[src/rtl/arp_tx_if.sv]
// rtl/arp_tx_if.sv - request, CRC-side and GMII transmit signals of arp_tx
//
// Signal groups:
//   request  : tx_en, arp_tx_type, des_mac, des_ip   (requester -> arp_tx)
//   status   : tx_busy, tx_done                      (arp_tx -> requester)
//   crc side : crc32 (CRC block -> arp_tx), crc_en, crc_clr (arp_tx -> CRC block)
//   gmii     : gmii_tx_en, gmii_txd                  (arp_tx -> PHY)
// The slave modport is the arp_tx view; master is the surrounding system.
interface arp_tx_if;
    logic        tx_en;
    logic        arp_tx_type;
    logic [47:0] des_mac;
    logic [31:0] des_ip;
    logic [31:0] crc32;
    logic        crc_en;
    logic        crc_clr;
    logic        tx_busy;
    logic        tx_done;
    logic        gmii_tx_en;
    logic [7:0]  gmii_txd;

    modport master (
        output tx_en, arp_tx_type, des_mac, des_ip, crc32,
        input  crc_en, crc_clr, tx_busy, tx_done, gmii_tx_en, gmii_txd
    );

    modport slave (
        input  tx_en, arp_tx_type, des_mac, des_ip, crc32,
        output crc_en, crc_clr, tx_busy, tx_done, gmii_tx_en, gmii_txd
    );
endinterface

[src/rtl/arp_tx.sv]
// rtl/arp_tx.sv - Ethernet II / ARP frame transmitter over 8-bit GMII
//
// Ports:
//   clk   : GMII TX clock, all logic on posedge
//   rst_n : asynchronous active-low reset
//   bus   : arp_tx_if.slave - request fields in, tx_busy/tx_done out,
//           crc32 in from the CRC block, crc_en/crc_clr out to it,
//           gmii_tx_en/gmii_txd out (the CRC block data input is gmii_txd)
// Frame: 7x55, D5, 14-byte header, 28-byte ARP body, 18 pad bytes, 4 FCS
// bytes, then IFG_BYTES idle cycles before the next request is sampled.
module arp_tx #(
    parameter logic [47:0] BOARD_MAC = 48'h00_11_22_33_44_55,
    parameter logic [31:0] BOARD_IP  = 32'hC0_A8_01_0A,
    parameter int          IFG_BYTES = 12
) (
    input  logic     clk,
    input  logic     rst_n,
    arp_tx_if.slave  bus
);
    localparam logic [6:0] IFG_LAST = 7'(IFG_BYTES - 1);

    typedef enum logic [2:0] {IDLE, PREAMBLE, ETH_HEAD, ARP_DATA, FCS, IFG} state_t;

    state_t      state, next_state;
    logic [6:0]  cnt, cnt_next;
    logic        type_r;
    logic [47:0] mac_r;
    logic [31:0] ip_r;

    logic [7:0]  txd_d;
    logic        txen_d, crc_en_d, crc_clr_d, busy_d, done_d;

    // Byte i (0 = most significant) of a 48-bit field.
    function automatic logic [7:0] pick48(input logic [47:0] v, input logic [6:0] i);
        logic [47:0] s;
        s = v << {i, 3'b000};
        return s[47:40];
    endfunction

    // Byte i (0 = most significant) of a 32-bit field.
    function automatic logic [7:0] pick32(input logic [31:0] v, input logic [6:0] i);
        logic [31:0] s;
        s = v << {i, 3'b000};
        return s[31:24];
    endfunction

    // Outputs are registered, so they are decoded from the next state and
    // next count; this puts the first 0x55 on the wire the cycle after the
    // request is sampled.
    always_ff @(posedge clk or negedge rst_n) begin
        if (!rst_n) begin
            state          <= IDLE;
            cnt            <= '0;
            type_r         <= 1'b0;
            mac_r          <= '0;
            ip_r           <= '0;
            bus.gmii_tx_en <= 1'b0;
            bus.gmii_txd   <= '0;
            bus.crc_en     <= 1'b0;
            bus.crc_clr    <= 1'b0;
            bus.tx_busy    <= 1'b0;
            bus.tx_done    <= 1'b0;
        end else begin
            state <= next_state;
            cnt   <= cnt_next;
            if (state == IDLE && bus.tx_en) begin
                type_r <= bus.arp_tx_type;
                mac_r  <= bus.des_mac;
                ip_r   <= bus.des_ip;
            end
            bus.gmii_tx_en <= txen_d;
            bus.gmii_txd   <= txd_d;
            bus.crc_en     <= crc_en_d;
            bus.crc_clr    <= crc_clr_d;
            bus.tx_busy    <= busy_d;
            bus.tx_done    <= done_d;
        end
    end

    always_comb begin
        next_state = state;
        cnt_next   = cnt + 7'd1;
        case (state)
            IDLE: begin
                cnt_next = '0;
                if (bus.tx_en) next_state = PREAMBLE;
            end
            PREAMBLE: if (cnt == 7'd7)     begin next_state = ETH_HEAD; cnt_next = '0; end
            ETH_HEAD: if (cnt == 7'd13)    begin next_state = ARP_DATA; cnt_next = '0; end
            ARP_DATA: if (cnt == 7'd45)    begin next_state = FCS;      cnt_next = '0; end
            FCS:      if (cnt == 7'd3)     begin next_state = IFG;      cnt_next = '0; end
            IFG:      if (cnt == IFG_LAST) begin next_state = IDLE;     cnt_next = '0; end
            default:                       begin next_state = IDLE;     cnt_next = '0; end
        endcase
    end

    always_comb begin
        txd_d     = '0;
        txen_d    = 1'b0;
        crc_en_d  = 1'b0;
        crc_clr_d = 1'b0;
        busy_d    = 1'b0;
        done_d    = 1'b0;
        case (next_state)
            PREAMBLE: begin
                txen_d = 1'b1;
                busy_d = 1'b1;
                txd_d  = (cnt_next == 7'd7) ? 8'hD5 : 8'h55;
            end
            ETH_HEAD: begin
                txen_d   = 1'b1;
                busy_d   = 1'b1;
                crc_en_d = 1'b1;
                if (cnt_next < 7'd6)       txd_d = type_r ? pick48(mac_r, cnt_next) : 8'hFF;
                else if (cnt_next < 7'd12) txd_d = pick48(BOARD_MAC, cnt_next - 7'd6);
                else if (cnt_next == 7'd12) txd_d = 8'h08;
                else                        txd_d = 8'h06;
            end
            ARP_DATA: begin
                txen_d   = 1'b1;
                busy_d   = 1'b1;
                crc_en_d = 1'b1;
                if (cnt_next < 7'd8) begin
                    case (cnt_next[2:0])
                        3'd1:    txd_d = 8'h01;
                        3'd2:    txd_d = 8'h08;
                        3'd4:    txd_d = 8'h06;
                        3'd5:    txd_d = 8'h04;
                        3'd7:    txd_d = type_r ? 8'h02 : 8'h01;
                        default: txd_d = 8'h00;
                    endcase
                end
                else if (cnt_next < 7'd14) txd_d = pick48(BOARD_MAC, cnt_next - 7'd8);
                else if (cnt_next < 7'd18) txd_d = pick32(BOARD_IP, cnt_next - 7'd14);
                else if (cnt_next < 7'd24) txd_d = type_r ? pick48(mac_r, cnt_next - 7'd18) : 8'h00;
                else if (cnt_next < 7'd28) txd_d = pick32(ip_r, cnt_next - 7'd24);
                else                       txd_d = 8'h00;
            end
            FCS: begin
                txen_d = 1'b1;
                busy_d = 1'b1;
                // FCS goes out least significant byte first.
                txd_d  = pick32(bus.crc32, 7'd3 - cnt_next);
            end
            IFG: begin
                busy_d = 1'b1;
                if (cnt_next == 7'd0) begin
                    done_d    = 1'b1;
                    crc_clr_d = 1'b1;
                end
            end
            default: ;
        endcase
    end
endmodule

[src/flat_wrapper.sv]
// flat-port wrapper written by rule: the top's interface ports become plain ports
module arp_tx_flat 
#(
    parameter logic [47:0] BOARD_MAC = 48'h00_11_22_33_44_55,
    parameter logic [31:0] BOARD_IP  = 32'hC0_A8_01_0A,
    parameter int          IFG_BYTES = 12
)
  (clk, rst_n, bus_tx_en, bus_arp_tx_type, bus_des_mac, bus_des_ip, bus_crc32, bus_crc_en, bus_crc_clr, bus_tx_busy, bus_tx_done, bus_gmii_tx_en, bus_gmii_txd);
  arp_tx_if bus_i ();
  input  logic clk;
  input  logic rst_n;
  input wire logic [$bits(bus_i.tx_en)-1:0] bus_tx_en;
  input wire logic [$bits(bus_i.arp_tx_type)-1:0] bus_arp_tx_type;
  input wire logic [$bits(bus_i.des_mac)-1:0] bus_des_mac;
  input wire logic [$bits(bus_i.des_ip)-1:0] bus_des_ip;
  input wire logic [$bits(bus_i.crc32)-1:0] bus_crc32;
  output wire logic [$bits(bus_i.crc_en)-1:0] bus_crc_en;
  output wire logic [$bits(bus_i.crc_clr)-1:0] bus_crc_clr;
  output wire logic [$bits(bus_i.tx_busy)-1:0] bus_tx_busy;
  output wire logic [$bits(bus_i.tx_done)-1:0] bus_tx_done;
  output wire logic [$bits(bus_i.gmii_tx_en)-1:0] bus_gmii_tx_en;
  output wire logic [$bits(bus_i.gmii_txd)-1:0] bus_gmii_txd;
  assign bus_i.tx_en = bus_tx_en;
  assign bus_i.arp_tx_type = bus_arp_tx_type;
  assign bus_i.des_mac = bus_des_mac;
  assign bus_i.des_ip = bus_des_ip;
  assign bus_i.crc32 = bus_crc32;
  assign bus_crc_en = bus_i.crc_en;
  assign bus_crc_clr = bus_i.crc_clr;
  assign bus_tx_busy = bus_i.tx_busy;
  assign bus_tx_done = bus_i.tx_done;
  assign bus_gmii_tx_en = bus_i.gmii_tx_en;
  assign bus_gmii_txd = bus_i.gmii_txd;
  arp_tx #(.BOARD_MAC(BOARD_MAC), .BOARD_IP(BOARD_IP), .IFG_BYTES(IFG_BYTES)) u_core (.clk(clk), .rst_n(rst_n), .bus(bus_i));
endmodule
[config.mk]
export PLATFORM = sky130hd
export DESIGN_NAME = arp_tx_flat
export DESIGN_NICKNAME = d
export VERILOG_FILES = /design/src/rtl/arp_tx_if.sv /design/src/rtl/arp_tx.sv /design/src/flat_wrapper.sv
export SDC_FILE = /design/constraint.sdc
export NUM_CORES = 1
export LEC_CHECK = 0
export CORE_ASPECT_RATIO = 0.6
export CORE_UTILIZATION = 57
export CTS_CLUSTER_SIZE = 14
export DETAILED_ROUTE_END_ITERATION = 10
export PLACE_DENSITY = 0.87
export REMOVE_ABC_BUFFERS = 1
export SLEW_MARGIN = 10
export SYNTH_ARGS = -nofsm -noshare
export SYNTH_HDL_FRONTEND = slang
export SYNTH_SLANG_ARGS = --single-unit
[constraint.sdc]
create_clock -name clk -period 10.35 [get_ports clk]
set_clock_uncertainty 0.1 [all_clocks]
set_input_delay 1.5525 -clock clk [delete_from_list [all_inputs] [get_ports clk]]
set_output_delay 1.5525 -clock clk [all_outputs]
set_load 0.01 [all_outputs]
==> results.cfg <==
[status]
status = completed

[worst_setup_path]
ff2ff_path_depth = 14
cp_slowest_cell = nor2_1
worstPathCellList = buf_4 -> ha_1 -> a21oi_1 -> nand2_1 -> nor2_1 -> inv_2 -> ha_1 -> nor2b_1 -> nand3b_1 -> a211oi_1 -> nand3_1 -> o311a_1 -> a311oi_1 -> a311o_1
cpPeakStageDelay_ns = 1.11
cp.arrival_ns = 6.57
worst-path-max-fanout = 24
cp_common_cell = ha_1
path_buf_inv = 2
worst-path-stages = 14
cp-end-kind = flop
r2r-start = u_core.cnt[0]$_DFF_PN0_
rr_endpoint = u_core.bus.gmii_txd[6]$_DFF_PN0_
reg2reg_slack_ns = 3.97
crit_family = simple AND/OR/NAND/NOR gates
critical_path_required_ns = 10.54
critPathKind = reg -> reg
startpoint = u_core.cnt[0]$_DFF_PN0_
worstSetupStartpointType = flop

[finish]
antennaDiodeCount = 0
drive_above_1_share_pct = 19.7
nNetsFinal = 860
area_delta_synth_final_pct = 24.0

[routing]
vias = 6245
vias_per_cell = 7.14
drt-total-wl_mm = 22.4
ant_nets = 0
routedWlPerCell_um = 25.6
drc = 0
dr.pass1.iters = 8
drt_iter0_markers = 850

[synth]
synth_cells = 631
synthXorXnorAreaFrac_pct = 1.01
synth_edf_count = 0
synth_seq_cells = 103
synth_compound_area_share_pct = 17.3
synthAdderAreaFrac_pct = 2.47
synth_area_mm2 = 0.00659
ys_types = 80
async_flop_share_pct = 100
yosys_warnings = 0
ys_seq_area_share_pct = 39.1
synth_flop_cell = dfrtp_1
synth-simple-area-share_pct = 14.4
synth_top_family_by_area = multiplexers
syn_avg_cell_area_um2 = 10.4
synth_mux_area_share_pct = 21.4

[cts]
tritoncts = built
ctsRootBufferMaster = clkbuf_16
postCtsHoldBufs = 0
cts_resized = 0
cts_setup_buffers = 0
cts_buffers = 9
clkSinkCount = 103
htreeDepth = 3
clkTransAtPathRegs_ns = 0.07
clock_latency_ns = 0.35
cts_max_path_buffers = 2

[place]
dp_slack_ns = 4.25
dp_hpwl_mm = 15.9
globalplace.congestion = 1.04
io_buffer_count = 128

[global_routing]
grt_pass1_vias = 5977
grt_usage_pct = 37.7
grt_overflow = 0
grt_first_pass_wirelength_mm = 34.0
grt_max_degree = 86
antenna_found_initial = 0

[sta]
relSlewSlack_pct = 19.6
finalWorstSetupSlack_ns = 3.97
setup_viol = 0
finalCriticalPeriod_ns = 6.38
rsz0062_at_grt = no
final_max_slew_viol_count = 0
fmax_mhz = 157
hold_viol = 0
tns_ns = 0
whs_ns = 0.407
min_period_over_period_pct = 61.6
worst-slew-pin-transition_ns = 1.20

[flow_run]
maxCapViolations = 0

[pwr]
p_switching_mw = 1.16
power.density_mw_per_mm2 = 311
clockPowerShare_pct = 13.5
p_int_mw = 1.38
combPwrFrac_pct = 55.7
p_sw_share_pct = 45.8
total_leakage_power_nw = 3.19
pwr-share-seq_pct = 30.8
ir_drop_uv = 151

[floorplan]
die_w_um = 141
io_pins = 129
rows = 29
die_area_mm2 = 0.0120
start_util_pct = 60.5
design.core.area_mm2 = 0.0109
die_h_um = 85.3

[hold_path]
whs_path_depth = 1
worstHoldStart = u_core.ip_r[23]$_DFFE_PN0P_
hold_class = reg -> reg
holdPathEnd = u_core.ip_r[23]$_DFFE_PN0P_
-- metrics by stage --
step           utilization (%)  instances  cell area [µm²]  power, mW
2_1_floorplan                -        584             6360       1.63
4_1_cts                   75.0        875             8170       2.48
3_3_place_gp              72.4        859             7880       2.08
3_5_place_dp              72.4        859             7880       2.12
6_report                  75.0        875             8170       2.54
5_1_grt                   75.0        875             8170       2.64
-- worst max-delay path by stage --
stage                                             to  slack, ns
finish              u_core.bus.gmii_txd[6]$_DFF_PN0_       3.97
floorplan           u_core.bus.gmii_txd[6]$_DFF_PN0_       5.05
CTS                 u_core.bus.gmii_txd[6]$_DFF_PN0_       4.22
global route        u_core.bus.gmii_txd[6]$_DFF_PN0_       3.75
detailed placement  u_core.bus.gmii_txd[6]$_DFF_PN0_       4.25
global placement    u_core.bus.gmii_txd[6]$_DFF_PN0_       4.46
-- final cells by class --
cell class	instances	area, µm²
inverters	15	58.8
clock inverters	6	50.0
multi-input cells	466	3730
well taps	139	174
clock buffers	10	239
fillers	711	2720
flip-flops and latches	103	2580
repair buffers	136	1340
-- registers in the layout (all words and copies together) (netlist names) --
name and flops:
u_core.bus.crc_clr 1, u_core.bus.crc_en 1, u_core.bus.gmii_tx_en 1, u_core.bus.gmii_txd 8, u_core.bus.tx_busy 1, u_core.cnt 7
u_core.ip_r 32, u_core.mac_r 48, u_core.state 3, u_core.type_r 1
-- cells in the final DEF, fill, tap and decap left out, types with 13 or more instances in the layout --
cell type / count
a21oi_1: 21
clkdlybuf4s50_1: 127
dfrtp_1: 103
ha_1: 13
mux2_2: 93
mux2i_1: 21
nand2_1: 27
nand3_1: 19
nor2_1: 39
o21ai_0: 19
-- cell usage after synthesis (7+ instances only) --
master / count / share of area (%)
nor2b_1: 8 / 0.76
o22ai_1: 12 / 1.1
nand2_1: 27 / 1.5
nor2_1: 39 / 2.2
or3_1: 9 / 0.85
a31oi_1: 10 / 0.95
o21ai_0: 19 / 1.4
clkbuf_1: 23 / 1.3
inv_1: 12 / 0.68
and3_1: 8 / 0.76
ha_1: 13 / 2.5
buf_2: 11 / 0.84
nor4_1: 7 / 0.66
or4_1: 7 / 0.80
mux2_2: 93 / 16
and2_1: 8 / 0.76
a21oi_1: 21 / 1.6
nand3_1: 19 / 1.4
a211oi_1: 8 / 0.91
nor3_1: 12 / 0.91
dfrtp_1: 103 / 39
a211o_1: 8 / 1.1
a221o_1: 7 / 1.1
mux2i_1: 21 / 3.2
a2111oi_0: 10 / 1.3
-- metal layers --
| metal | global-route usage, % | vias to the layer above | wire length [µm] |
|---|---|---|---|
| li1 | - | 2624 | - |
| met1 | 54.1 | 3074 | 9600 |
| met2 | 56.0 | 495 | 9420 |
| met3 | 12.1 | 52 | 3000 |
| met4 | 7.91 | 0 | 351 |
| met5 | 0 | - | 0 |
-- power by group through the flow --
stage                     clock network [mW]  logic [mW]  registers, mW
after global routing                   0.358        1.48          0.798
after floorplan                            0       0.916          0.718
after detailed placement                   0        1.35          0.775
after global placement                     0        1.32          0.760
final                                  0.343        1.42          0.783
after CTS                              0.343        1.36          0.772
-- kinds of logic (layout without fill, tap and decap cells) --
| group | Yosys count | after routing |
|---|---|---|
| AO/OA/AOI/OAI | 153 | 153 |
| XOR/XNOR | 6 | 6 |
| adder cells (fa/ha/maj) | 13 | 13 |
| buffers and inverters | 62 | 167 |
| flip-flops | 103 | 103 |
| multiplexers | 121 | 121 |
| AND/OR/NAND/NOR | 173 | 173 |
(Power assumes the default switching activity.)
